==> config.mk <==
export PLATFORM = sky130hd
export DESIGN_NAME = kamus_if_id_buffer
export DESIGN_NICKNAME = d
export VERILOG_FILES = /design/src/rtl/kamus_pkg.sv /design/src/rtl/kamus_sync_fifo.sv /design/src/rtl/kamus_if_id_buffer.sv
export SDC_FILE = /design/constraint.sdc
export NUM_CORES = 1
export LEC_CHECK = 0
export BUFFER_PORTS_ARGS = -buffer_cell sky130_fd_sc_hd__clkbuf_2
export CORE_UTILIZATION = 53
export DETAILED_ROUTE_END_ITERATION = 6
export MAX_ROUTING_LAYER = met4
export PLACE_DENSITY = 0.77
export SYNTH_ARGS = -nofsm -noshare
export SYNTH_HDL_FRONTEND = slang
export SYNTH_SLANG_ARGS = --single-unit
==> constraint.sdc <==
create_clock -name clk_i -period 12.96 [get_ports clk_i]
set_clock_uncertainty 0.1 [all_clocks]
set_input_delay 0.648 -clock clk_i [delete_from_list [all_inputs] [get_ports clk_i]]
set_output_delay 0.648 -clock clk_i [all_outputs]
set_load 0.005 [all_outputs]
==> src/rtl/kamus_pkg.sv <==
// Shared types and constants for the kamus IF/ID instruction queue.
// Optional fall-through path is enabled by defining KAMUS_IBUF_BYPASS_EN.
package kamus_pkg;

   localparam logic [31:0] KAMUS_NOP = 32'h0000_0013;

   typedef struct packed {
      logic [31:0] instr;
      logic [31:0] pc;
      logic [31:0] next_pc;
   } ibuf_entry_t;

   // Value presented to ID whenever no entry is valid.
   function automatic ibuf_entry_t ibuf_nop_entry();
      ibuf_entry_t e;
      e.instr   = KAMUS_NOP;
      e.pc      = 32'h0000_0000;
      e.next_pc = 32'h0000_0000;
      return e;
   endfunction

endpackage

==> src/rtl/kamus_sync_fifo.sv <==
// Generic synchronous FIFO: wrapping pointers, separate occupancy count,
// synchronous clear and an un-reset storage array.
module kamus_sync_fifo #(
   parameter type         T     = logic [95:0],
   parameter int unsigned DEPTH = 2
) (
   input  logic                       clk_i,
   input  logic                       rst_ni,
   input  logic                       clr_i,
   input  logic                       wr_en_i,
   input  T                           wr_data_i,
   input  logic                       rd_en_i,
   output T                           rd_data_o,
   output logic [$clog2(DEPTH+1)-1:0] count_o,
   output logic                       full_o,
   output logic                       empty_o
);
   localparam int unsigned PTR_W = $clog2(DEPTH);
   localparam int unsigned CNT_W = $clog2(DEPTH + 1);

   logic [PTR_W-1:0] wr_ptr_r;
   logic [PTR_W-1:0] rd_ptr_r;
   logic [CNT_W-1:0] count_r;
   logic [CNT_W-1:0] count_nxt_s;
   T                 mem_r [DEPTH];

   // Occupancy update from the write/read strobes.
   always_comb begin
      count_nxt_s = count_r;
      case ({wr_en_i, rd_en_i})
         2'b10:   count_nxt_s = count_r + CNT_W'(1);
         2'b01:   count_nxt_s = count_r - CNT_W'(1);
         default: count_nxt_s = count_r;
      endcase
   end

   // Pointer and count registers; clear has priority over traffic.
   always_ff @(posedge clk_i or negedge rst_ni) begin
      if (!rst_ni) begin
         wr_ptr_r <= {PTR_W{1'b0}};
         rd_ptr_r <= {PTR_W{1'b0}};
         count_r  <= {CNT_W{1'b0}};
      end else if (clr_i) begin
         wr_ptr_r <= {PTR_W{1'b0}};
         rd_ptr_r <= {PTR_W{1'b0}};
         count_r  <= {CNT_W{1'b0}};
      end else begin
         if (wr_en_i) wr_ptr_r <= wr_ptr_r + PTR_W'(1);
         if (rd_en_i) rd_ptr_r <= rd_ptr_r + PTR_W'(1);
         count_r <= count_nxt_s;
      end
   end

   // Storage write port.
   always_ff @(posedge clk_i) begin
      if (wr_en_i && !clr_i) mem_r[wr_ptr_r] <= wr_data_i;
   end

   assign rd_data_o = mem_r[rd_ptr_r];
   assign count_o   = count_r;
   assign full_o    = (count_r == CNT_W'(DEPTH));
   assign empty_o   = (count_r == {CNT_W{1'b0}});

endmodule

==> src/rtl/kamus_if_id_buffer.sv <==
// IF->ID instruction queue with flush masking and NOP forcing on empty.
// Define KAMUS_IBUF_BYPASS_EN for zero-latency fall-through when empty.
module kamus_if_id_buffer
   import kamus_pkg::*;
#(
   parameter int unsigned DEPTH = 2
) (
   input  logic                       clk_i,
   input  logic                       rst_ni,
   input  logic                       flush_i,
   input  logic                       if_valid_i,
   output logic                       if_ready_o,
   input  logic [31:0]                if_instr_i,
   input  logic [31:0]                if_pc_i,
   input  logic [31:0]                if_next_pc_i,
   output logic                       id_valid_o,
   input  logic                       id_ready_i,
   output logic [31:0]                id_instr_o,
   output logic [31:0]                id_pc_o,
   output logic [31:0]                id_next_pc_o,
   output logic [$clog2(DEPTH+1)-1:0] count_o
);
   ibuf_entry_t in_entry_s;
   ibuf_entry_t head_s;
   ibuf_entry_t out_entry_s;
   logic        full_s;
   logic        empty_s;
   logic        enq_s;
   logic        byp_s;
   logic        out_valid_s;
   logic        wr_en_s;
   logic        rd_en_s;

   // Handshake decode, flush masking and optional fall-through selection.
   always_comb begin
      in_entry_s.instr   = if_instr_i;
      in_entry_s.pc      = if_pc_i;
      in_entry_s.next_pc = if_next_pc_i;
      enq_s = if_valid_i & ~full_s & ~flush_i;
`ifdef KAMUS_IBUF_BYPASS_EN
      byp_s = enq_s & empty_s;
`else
      byp_s = 1'b0;
`endif
      out_valid_s = ~flush_i & (~empty_s | byp_s);
      if (byp_s) begin
         out_entry_s = in_entry_s;
      end else begin
         out_entry_s = head_s;
      end
      // A fall-through entry taken by ID the same cycle is never stored.
      wr_en_s = enq_s & ~(byp_s & id_ready_i);
      rd_en_s = out_valid_s & id_ready_i & ~byp_s;
   end

   kamus_sync_fifo #(
      .T     (ibuf_entry_t),
      .DEPTH (DEPTH)
   ) u_fifo (
      .clk_i     (clk_i),
      .rst_ni    (rst_ni),
      .clr_i     (flush_i),
      .wr_en_i   (wr_en_s),
      .wr_data_i (in_entry_s),
      .rd_en_i   (rd_en_s),
      .rd_data_o (head_s),
      .count_o   (count_o),
      .full_o    (full_s),
      .empty_o   (empty_s)
   );

   // Output drive; invalid slots show a NOP so stale or unknown data never leaks.
   always_comb begin
      ibuf_entry_t sel_s;
      if (out_valid_s) begin
         sel_s = out_entry_s;
      end else begin
         sel_s = ibuf_nop_entry();
      end
      id_valid_o   = out_valid_s;
      id_instr_o   = sel_s.instr;
      id_pc_o      = sel_s.pc;
      id_next_pc_o = sel_s.next_pc;
   end

   assign if_ready_o = ~full_s;

endmodule

==> results of run 1 <==
==> cells by family (layout without fill, tap and decap cells) <==
kind of cell | after synthesis | count (layout) | share of synthesized area [%]
multiplexers | 97 | 97 | 12.8
flip-flops | 196 | 196 | 77.3
AND/OR/NAND/NOR | 107 | 107 | 6.91
AO/OA/AOI/OAI | 8 | 8 | 0.594
buffers and inverters | 25 | 241 | 2.29
XOR/XNOR | 1 | 1 | 0.115
other | 0 | 1 | 0
==> routing by layer <==
metal  routed length [um]  vias up
met3                 1040       15
met1                 5470     2024
met4                  189        0
li1                     -     2024
met2                 6730      147
met5                    0        -
==> sequential cells by signal, summed over array words and instances (netlist names) <==
register         count
u_fifo.mem_r       192
u_fifo.count_o       2
u_fifo.rd_ptr_r      1
u_fifo.wr_ptr_r      1
==> worst max-delay path, delay by kind of cell, from the launching register on <==
kind                   cells  cell delay [ps]
DFF                        1              970
muxes                      1              310
and+or+nand+nor            1               80
buffers and inverters      2              920
==> final timing paths <==
| path | startpoint | end | slack, ps |
|---|---|---|---|
| min in group asynchronous | rst_ni | u_fifo.count_o[0] | 470 |
| min | if_instr_i[20] | u_fifo.mem_r[0][84] | 320 |
| max reg2reg | u_fifo.count_o[1] | u_fifo.mem_r[1][32] | 10220 |
| min reg2reg | u_fifo.wr_ptr_r | u_fifo.wr_ptr_r | 520 |
| max in group asynchronous | rst_ni | u_fifo.rd_ptr_r | 12150 |
| max | u_fifo.rd_ptr_r | id_next_pc_o[15] | 9440 |
==> cells in the mapped netlist <==
master	count	area, um2
edfxtp_1	192	5770
or2_1	1	6.26
or2_2	1	6.26
xor2_1	1	8.76
dfrtp_1	4	100
a21o_1	1	7.51
nor3b_1	2	15.0
nor3_1	1	5.00
or3_1	1	6.26
buf_6	6	67.6
nand2_1	4	15.0
a21oi_1	4	20.0
clkbuf_1	4	15.0
buf_4	2	15.0
nor2_4	10	113
o21ai_0	2	10.0
buf_12	1	20.0
mux2i_1	97	971
nand3b_1	1	7.51
nor2b_1	1	6.26
buf_2	9	45.0
o211ai_1	1	7.51
nor2_2	10	62.6
inv_1	3	11.3
nor2_1	75	282
==> timing repair <==
action                                 CTS  global route
endpoints found under the hold margin    4             0
hold buffers                             1             0
setup endpoints to repair                0             0
buffers inserted                         0             0
==> stage by stage <==
stage / std cells / cell area [um2]
CTS: 830 / 9290
detailed placement: 798 / 8710
finish: 831 / 9290
global route: 831 / 9290
global placement: 798 / 8710
floorplan: 434 / 7590
==> power groups by stage <==
stage          clock network [mW]  registers (mW)  logic [mW]
2_1_floorplan                   0           0.745      0.0694
4_1_cts                     0.505           0.735       0.107
3_5_place_dp                    0           0.749       0.106
5_1_grt                     0.530           0.737       0.115
6_report                    0.498           0.735       0.105
3_3_place_gp                    0           0.747       0.103
==> layout make-up <==
type	instances	area [um2]	area share (%)
flip-flops and latches	196	5870	63.2
multi-input cells	213	1560	16.8
repair buffers	207	1060	11.4
clock buffers	17	425	4.58
well taps	180	225	2.42
clock inverters	14	138	1.48
inverters	3	11.3	0.121
diodes	1	2.50	0.0269
==> reports/qor.yml, run 1 <==
outcome:
  outcome: "complete, no violations"
drt:
  dr.pass1.iters: 4
  drtIter0Drc: 295
  drt_wl_total_um: 13400
  detail-route-antenna-nets: 0
  drc: 0
  vias_per_cell: 5.07
  via_count: 4210
  wire_per_inst_um: 16.2
power_and_ir_drop:
  power_density_nw_per_um2: 144
  pwr-share-comb_pct: 7.9
  power_mw: 1.34
  switching_share_pct: 21.4
  net-switching-power_mw: 0.286
  p_leak_nw: 3.46
  seqPwrFrac_pct: 54.9
  clkPwrFrac_pct: 37.2
  p_int_mw: 1.05
  vdd_drop_max_mv: 0.119
layout:
  drive_above_1_share_pct: 39.7
  final_cell_mix: "200 x clkbuf_2, 192 x edfxtp_1, 97 x mux2i_1"
  num-fill-cells: 991
  final_nets: 739
  fin_util_pct: 66.7
  area_delta_synth_final_pct: 22.4
  final_common_cell: "clkbuf_2"
critical_path:
  worstPathMaxFanout: 50
  critPathArrivalTime_ps: 2770
  path_cells: "buf_4 -> mux2i_1 -> nor2_1 -> clkbuf_2"
  critPathKind: "register to output port"
  cp_slowest_cell: "dfrtp_4"
  r2r_cells: 6
  end_kind: "output port"
  start_kind: "register"
  cp_slowest_stage_delay_ps: 970
  cp_data_required_time_ps: 12210
yosys:
  syn_area_um2: 7590
  yosysSeqAreaShare_pct: 77.3
  synth.avg_cell_area_um2: 17.5
  ys_types: 25
  yosys_warnings: 0
  synthCells: 434
  synth_fp_nets: 535
  synth-seq-cells: 196
grt:
  met2_usage_pct: 30.5
  top_usage_layer: "met2"
  track_usage_pct: 19.0
  grt_first_pass_wirelength_um: 20100
  grt_max_degree: 55
  antenna_found_initial: 1
  overflow: 0
  grt_pass1_vias: 4158
  grt_use_met1_pct: 22.6
  grtUsageMet3_pct: 5.48
min_path:
  hold_path_depth: 1
  hold_class: "primary input to register"
die:
  die_x_um: 122
  core_area_um2: 13900
  rows: 43
  ios: 201
  dieArea_um2: 14800
  start_util_pct: 54.5
  die_h_um: 122
clock_network:
  tritoncts: "yes"
  clockBufferDepth: 2
  numClockSinks: 196
  path_clk_slew_ps: 70
  cts_root_buf: "clkbuf_16"
  cts_resized: 0
  clock_latency_ps: 420
  cts_buffers: 17
  htreeDepth: 4
timing:
  hold_viol: 0
  finalCritPeriodShare_pct: 27.2
  period_needed_ps: 3520
  maxSlewViolCount: 0
  worst-slew-pin-transition_ps: 843
  tns_ps: 0
  whs_ps: 316
  clock.fmax_mhz: 284
  timing.final.ws_setup_ps: 9440
  setup_viol: 0
  grt_setup_unrepaired: "false"
  max_slew_margin_pct: 43.8
placed_design:
  port_buffers: 200
  place_congestion: 0.726
  dp_hpwl_um: 8770
  dp_slack_ps: 9840
run:
  maxCapViolCount: 0
No activity file was read; power rests on OpenSTA's default activity.
==> inputs of run 2 (changes only) <==
--- a/config.mk
+++ b/config.mk
@@ -5,11 +5,12 @@
 export SDC_FILE = /design/constraint.sdc
 export NUM_CORES = 1
 export LEC_CHECK = 0
+export ABC_AREA = 1
 export BUFFER_PORTS_ARGS = -buffer_cell sky130_fd_sc_hd__clkbuf_2
-export CORE_UTILIZATION = 53
+export CORE_UTILIZATION = 48
 export DETAILED_ROUTE_END_ITERATION = 6
 export MAX_ROUTING_LAYER = met4
-export PLACE_DENSITY = 0.77
+export PLACE_DENSITY = 0.73
 export SYNTH_ARGS = -nofsm -noshare
 export SYNTH_HDL_FRONTEND = slang
 export SYNTH_SLANG_ARGS = --single-unit
==> constraint.sdc (replaced) <==
create_clock -name clk_i -period 3.05 [get_ports clk_i]
set_clock_uncertainty 0.1 [all_clocks]
set_input_delay 0.1525 -clock clk_i [delete_from_list [all_inputs] [get_ports clk_i]]
set_output_delay 0.1525 -clock clk_i [all_outputs]
set_load 0.005 [all_outputs]
==> reports/qor.yml, run 2 <==
drt:
  wire_per_inst_um: 15.4  # was 16.2 um
  drt_wl_total_um: 16600  # was 13400 um
  drtIter0Drc: 261  # was 295
  detail-route-antenna-nets: 0  # unchanged
  via_count: 5127  # was 4210
  dr.pass1.iters: 6  # was 4
  drc: 0  # unchanged
  vias_per_cell: 4.76  # was 5.07
yosys:
  synth-seq-cells: 196  # unchanged
  synth_fp_nets: 641  # was 535
  syn_area_um2: 7950  # was 7590 um2
  yosys_warnings: 0  # unchanged
  ys_types: 18  # was 25
  synthTopCellsByArea: "edfxtp_1 73%, mux2_2 13%, nand2_1 5.3%, inv_1 4.7%, dfrtp_1 1.3%"  # was edfxtp_1 76%, mux2i_1 13%, nor2_1 3.7%, nor2_4 1.5%, dfrtp_1 1.3%
  synthArstFlopShare_pct: 2.04  # unchanged
  synthCells: 540  # was 434
  synth_flop_cell: "edfxtp_1"  # unchanged
  netlist_top_cells_count: "192 x edfxtp_1, 112 x nand2_1, 100 x inv_1"  # was 192 x edfxtp_1, 97 x mux2i_1, 75 x nor2_1
  synth_top_area_share_pct: 72.6  # was 76.0%
  synth.avg_cell_area_um2: 14.7  # was 17.5 um2
  synth.most_common_cell: "edfxtp_1"  # unchanged
  yosysSeqAreaShare_pct: 73.8  # was 77.3%
  synth_edf_count: 192  # unchanged
  synth_area_leader_cell: "edfxtp_1"  # unchanged
layout:
  final_common_cell: "clkbuf_2"  # unchanged
  final_nets: 949  # was 739
  final_cell_area_um2: 10800  # was 9290 um2
  largest_reg_flops: 192  # unchanged
  num-fill-cells: 1109  # was 991
  final_cell_mix: "200 x clkbuf_2, 192 x edfxtp_1, 111 x nand2_1"  # was 200 x clkbuf_2, 192 x edfxtp_1, 97 x mux2i_1
  area_delta_synth_final_pct: 35.9  # was 22.4%
  largest_register: "u_fifo.mem_r"  # unchanged
  drive_above_1_share_pct: 39.5  # was 39.7%
critical_path:
  critical_path.top_delay_family: "flip-flops"  # unchanged
  cp_data_required_time_ps: 2800  # was 12210 ps
  path_cells: "buf_4 -> mux2_2 -> nand2_1 -> inv_1 -> clkbuf_2"  # was buf_4 -> mux2i_1 -> nor2_1 -> clkbuf_2
  critPathKind: "register to output port"  # unchanged
  cp_slowest_stage_delay_ps: 830  # was 970 ps
  rrSetupSlack_ps: 1040  # was 10220 ps
  r2r_cells: 7  # was 6
  cp.depth: 5  # was 4
  worstPathMaxFanout: 44  # was 50
  worst_r2r_endpoint: "u_fifo.mem_r[0][85]"  # was u_fifo.mem_r[1][32]
  timing.rr.start: "u_fifo.count_o[0]"  # was u_fifo.count_o[1]
  end_kind: "output port"  # unchanged
  start_kind: "register"  # unchanged
  worst-path-buf-inv: 3  # was 2
  cp_slowest_cell: "dfrtp_4"  # unchanged
  critPathArrivalTime_ps: 2220  # was 2770 ps
min_path:
  worstHoldStart: "if_next_pc_i[29]"  # was if_instr_i[20]
  min_to: "u_fifo.mem_r[0][29]"  # was u_fifo.mem_r[0][84]
  hold_class: "primary input to register"  # unchanged
  hold_path_depth: 2  # was 1
clock_network:
  numClockSinks: 196  # unchanged
  tritoncts: "yes"  # unchanged
  postCtsSetupBuffers: 0  # unchanged
  htreeDepth: 4  # unchanged
  clockBufferDepth: 2  # unchanged
  path_clk_slew_ps: 70  # about the same
  cts_root_buf: "clkbuf_16"  # unchanged
  clock_latency_ps: 430  # was 420 ps
  cts_buffers: 17  # unchanged
die:
  die_h_um: 131  # was 122 um
  die_x_um: 131  # was 122 um
  core_area_um2: 16000  # was 13900 um2
  dieArea_um2: 17100  # was 14800 um2
  rows: 46  # was 43
  ios: 201  # unchanged
  start_util_pct: 49.7  # was 54.5%
grt:
  grt_max_degree: 56  # was 55
  overflow: 0  # unchanged
  grt_first_pass_wirelength_um: 24700  # was 20100 um
  antenna_found_initial: 0  # was 1
  grt_pass1_vias: 5227  # was 4158
  track_usage_pct: 20.2  # was 19.0%
timing:
  clock.fmax_mhz: 404
  finalCritPeriodShare_pct: 81.1
  setup_viol: 0  # unchanged
  period_needed_ps: 2470
  grt_setup_unrepaired: "false"  # unchanged
  whs_ps: 351  # was 316 ps
  worst-slew-pin-transition_ps: 715  # was 843 ps
  max_slew_margin_pct: 52.3  # was 43.8%
  maxSlewViolCount: 0  # unchanged
  hold_viol: 0  # unchanged
placed_design:
  placed_area_um2: 9200  # was 8710 um2
  place_congestion: 0.761  # was 0.726
  port_buffers: 200  # unchanged
  dp_hpwl_um: 10100  # was 8770 um
outcome:
  outcome: "complete, no violations"  # unchanged
power_and_ir_drop:
  power_density_nw_per_um2: 677  # was 144 nW/um2
  p_leak_nw: 4.85  # was 3.46 nW
  power_mw: 7.31  # was 1.34 mW
  vdd_drop_max_mv: 0.512  # was 0.119 mV
run:
  maxCapViolCount: 0  # unchanged
-- run 2: final cells by class --
class | count | area (um2) | share of cell area [%]
well taps | 216 | 270 | 2.50
clock buffers | 22 | 464 | 4.30
inverters | 103 | 390 | 3.62
flip-flops and latches | 196 | 5870 | 54.4
multi-input cells | 220 | 1580 | 14.7
repair buffers | 310 | 2090 | 19.4
clock inverters | 10 | 124 | 1.15
diodes | 1 | 2.50 | 0.0232
-- run 2: per-layer routing --
metal / up-vias / global-route usage (%) / part of all wire (%)
li1: 2441 / - / -
met1: 2471 / 21.6 / 40
met2: 173 / 35.7 / 54
met3: 42 / 4.32 / 4.0
met4: 0 / 9.13 / 2.6
met5: - / - / 0
-- run 2: repair_timing --
| item | 4_1_cts | 5_1_grt |
|---|---|---|
| endpoints found under the hold margin | 199 | 0 |
| setup endpoints to repair | 0 | 0 |
| gates resized for setup | 0 | 0 |
| hold buffers | 101 | 0 |
-- run 2: stage by stage --
stage	std cells	util [%]	setup WS (ps)	TNS, ps
6_report	1078	67.5	577	0
5_1_grt	1077	67.5	449	0
4_1_cts	1077	67.5	542	0
3_5_place_dp	944	57.5	1020	0
3_3_place_gp	944	57.5	1050	0
2_1_floorplan	540	-	-425	-40750
-- run 2: where the power goes --
group / total [mW] / switching (mW) / internal (mW)
clock network: 2.21 / 0.947 / 1.26
logic: 1.74 / 0.908 / 0.833
registers: 3.36 / 0.135 / 3.22
total: 7.31 / 1.99 / 5.32
-- run 2: kinds of logic after synthesis --
logic type      share of synthesized area [%]
compound gates                          0.520
buf+inv                                  6.54
flops                                    73.8
mux                                      13.2
simple gates                             5.94
-- run 2: how the worst max path moves through the flow --
stage                      start                 end  slack, ps
6_report         u_fifo.rd_ptr_r          id_pc_o[0]        580
5_1_grt          u_fifo.rd_ptr_r          id_pc_o[0]        450
4_1_cts          u_fifo.rd_ptr_r         id_pc_o[20]        540
3_5_place_dp     u_fifo.rd_ptr_r         id_pc_o[20]       1020
3_3_place_gp     u_fifo.rd_ptr_r         id_pc_o[17]       1050
2_1_floorplan  u_fifo.count_o[0]  u_fifo.mem_r[1][0]       -420
==> inputs of run 3 (changes only) <==
--- a/config.mk
+++ b/config.mk
@@ -5,12 +5,12 @@
 export SDC_FILE = /design/constraint.sdc
 export NUM_CORES = 1
 export LEC_CHECK = 0
-export ABC_AREA = 1
+export ABC_AREA = 0
 export BUFFER_PORTS_ARGS = -buffer_cell sky130_fd_sc_hd__clkbuf_2
-export CORE_UTILIZATION = 48
+export CORE_UTILIZATION = 52
 export DETAILED_ROUTE_END_ITERATION = 6
 export MAX_ROUTING_LAYER = met4
-export PLACE_DENSITY = 0.73
+export PLACE_DENSITY = 0.76
 export SYNTH_ARGS = -nofsm -noshare
 export SYNTH_HDL_FRONTEND = slang
 export SYNTH_SLANG_ARGS = --single-unit
==> constraint.sdc (replaced) <==
create_clock -name clk_i -period 2.45 [get_ports clk_i]
set_clock_uncertainty 0.1 [all_clocks]
set_input_delay 0.1225 -clock clk_i [delete_from_list [all_inputs] [get_ports clk_i]]
set_output_delay 0.1225 -clock clk_i [all_outputs]
set_load 0.005 [all_outputs]
==> reports/qor.yml, run 3 (synthesis results as in run 1) <==
outcome:
  outcome: "complete, no violations"  # unchanged
critical_path:
  r2r_cells: 5  # was 7
  startpoint: "u_fifo.count_o[0]"  # was u_fifo.rd_ptr_r
  worst_r2r_endpoint: "u_fifo.mem_r[1][28]"  # was u_fifo.mem_r[0][85]
  timing.rr.start: "u_fifo.count_o[1]"  # was u_fifo.count_o[0]
  cp_data_required_time_ps: 2230  # was 2800 ps
  critPathArrivalTime_ps: 2050  # was 2220 ps
  start_kind: "register"  # unchanged
  end_kind: "output port"  # unchanged
  rrSetupSlack_ps: 610  # was 1040 ps
  worstPathMaxFanout: 38  # was 44
  critPathKind: "register to output port"  # unchanged
layout:
  diodes: 0  # was 1
  multiInputGateArea_um2: 1590  # was 1580 um2
  largest_register: "u_fifo.mem_r"  # unchanged
  final_cell_mix: "200 x clkbuf_2, 192 x edfxtp_1, 101 x dlygate4sd3_1"  # was 200 x clkbuf_2, 192 x edfxtp_1, 111 x nand2_1
  drive_above_1_share_pct: 35.2  # was 39.5%
  largest_reg_flops: 192  # unchanged
  area_delta_synth_final_pct: 37.8  # was 35.9%
  final_cell_area_um2: 10500  # was 10800 um2
  final_common_cell: "clkbuf_2"  # unchanged
  stdcell_count: 933  # was 1078
  final_nets: 841  # was 949
  regArea_um2: 5870  # unchanged
  num-fill-cells: 845  # was 1109
timing:
  setup_viol: 0  # unchanged
  grt_setup_unrepaired: "false"  # unchanged
  max_slew_margin_pct: 68.6  # was 52.3%
  worst-slew-pin-transition_ps: 471  # was 715 ps
  clock.fmax_mhz: 440
  timing.final.ws_setup_ps: 177  # was 577 ps
  hold_viol: 0  # unchanged
  period_needed_ps: 2270
  maxSlewViolCount: 0  # unchanged
  finalCritPeriodShare_pct: 92.8
drt:
  wl_met1_um: 6400  # was 6580 um
  highest_layer: "met4"  # unchanged
  wire_per_inst_um: 17.2  # was 15.4 um
  wl_met3_um: 1010  # was 666 um
  drc: 0  # unchanged
  via_count: 4743  # was 5127
  drtIter0Drc: 323  # was 261
  detail-route-antenna-nets: 0  # unchanged
  met2WireLength_um: 8340  # was 8900 um
  dr.pass1.iters: 4  # was 6
  drt_wl_total_um: 16000  # was 16600 um
  vias_per_cell: 5.08  # was 4.76
die:
  die_x_um: 123  # was 131 um
  rows: 43  # was 46
  die_h_um: 123  # was 131 um
  start_util_pct: 54.0  # was 49.7%
  dieArea_um2: 15100  # was 17100 um2
  core_area_um2: 14000  # was 16000 um2
  ios: 201  # unchanged
clock_network:
  clock_latency_ps: 420  # was 430 ps
  clockBufferDepth: 2  # unchanged
  numClockSinks: 196  # unchanged
  cts_hold_buffers: 101  # unchanged
  cts_resized: 0  # unchanged
  cts_root_buf: "clkbuf_16"  # unchanged
  cts_buffers: 17  # unchanged
  path_clk_slew_ps: 70  # about the same
  tritoncts: "yes"  # unchanged
  htreeDepth: 4  # unchanged
  postCtsSetupBuffers: 0  # unchanged
grt:
  grt_pass1_vias: 4749  # was 5227
  track_usage_pct: 22.5  # was 20.2%
  grt_first_pass_wirelength_um: 24000  # was 24700 um
  overflow: 0  # unchanged
  antenna_found_initial: 0  # unchanged
  grt_max_degree: 54  # was 56
placed_design:
  dp_hpwl_um: 9070  # was 10100 um
  port_buffers: 200  # unchanged
  placed_area_um2: 8860  # was 9200 um2
  dp_slack_ps: 633  # was 1020 ps
  place_inst: 800  # was 944
  place_congestion: 0.803  # was 0.761
power_and_ir_drop:
  vdd_drop_max_mv: 0.481  # was 0.512 mV
  p_leak_nw: 3.94  # was 4.85 nW
  power_mw: 7.38  # was 7.31 mW
  power_density_nw_per_um2: 706  # was 677 nW/um2
min_path:
  worstHoldStart: "if_valid_i"  # was if_next_pc_i[29]
  hold_class: "primary input to register"  # unchanged
  hold_path_depth: 4  # was 2
  min_to: "u_fifo.wr_ptr_r"  # was u_fifo.mem_r[0][29]
run:
  maxCapViolCount: 0  # unchanged
[run 3: cell types whose count changed in the layout (fill, tap and decap cells not counted), moves of 4 or more]
| cell | change |
|---|---|
| nand2_1 | -108 |
| mux2i_1 | +97 |
| inv_1 | -96 |
| mux2_2 | -91 |
| nor2_1 | +73 |
| nor2_2 | +10 |
| nor2_4 | +9 |
| buf_4 | -8 |
| buf_12 | +7 |
| a21oi_1 | +4 |
[run 3: how the worst max path moves through the flow]
stage | to | slack, ps | cells after the start
after floorplan | u_fifo.mem_r[1][0] | -1260 | 4
after global placement | u_fifo.mem_r[1][76] | 690 | 5
after detailed placement | u_fifo.mem_r[1][77] | 630 | 5
after CTS | id_pc_o[15] | 170 | 5
after global routing | id_pc_o[28] | 70 | 5
final | id_pc_o[28] | 180 | 5
[run 3: where the power goes]
| group | leakage (nW) | switching, mW | internal [mW] | total [mW] |
|---|---|---|---|---|
| clock network | 0.293 | 1.16 | 1.60 | 2.76 |
| logic | 1.84 | 0.390 | 0.381 | 0.771 |
| registers | 1.81 | 0.0365 | 3.82 | 3.85 |
[run 3: area by class of cell]
class	instances	area share, %
sequential	196	56.1
tap	180	2.15
timing repair buffer	309	20.8
inverter	3	0.108
multi-input combinational	213	15.2
clock inverter	14	1.54
clock buffer	18	4.10
[run 3: per-layer routing]
metal  GRT usage [%]  up-vias
li1                -     2228
met1            26.4     2311
met2            37.1      177
met3            5.95       27
met4            8.38        0
met5               -        -
[run 3: worst max-delay path: stages, from the launching register on]
cell and delay (ps):
dfrtp_1 470, nor2_1 130, or2_4 430, buf_12 300, nor2_1 100, clkbuf_2 130
[run 3: per-stage QoR]
step           util, %  setup TNS (ps)  hold WS [ps]
3_3_place_gp      63.1               0          -167
3_5_place_dp      63.1               0          -163
2_1_floorplan        -         -225480          -273
6_report          74.5               0          81.9
5_1_grt           74.5               0          99.8
4_1_cts           74.5               0          37.7
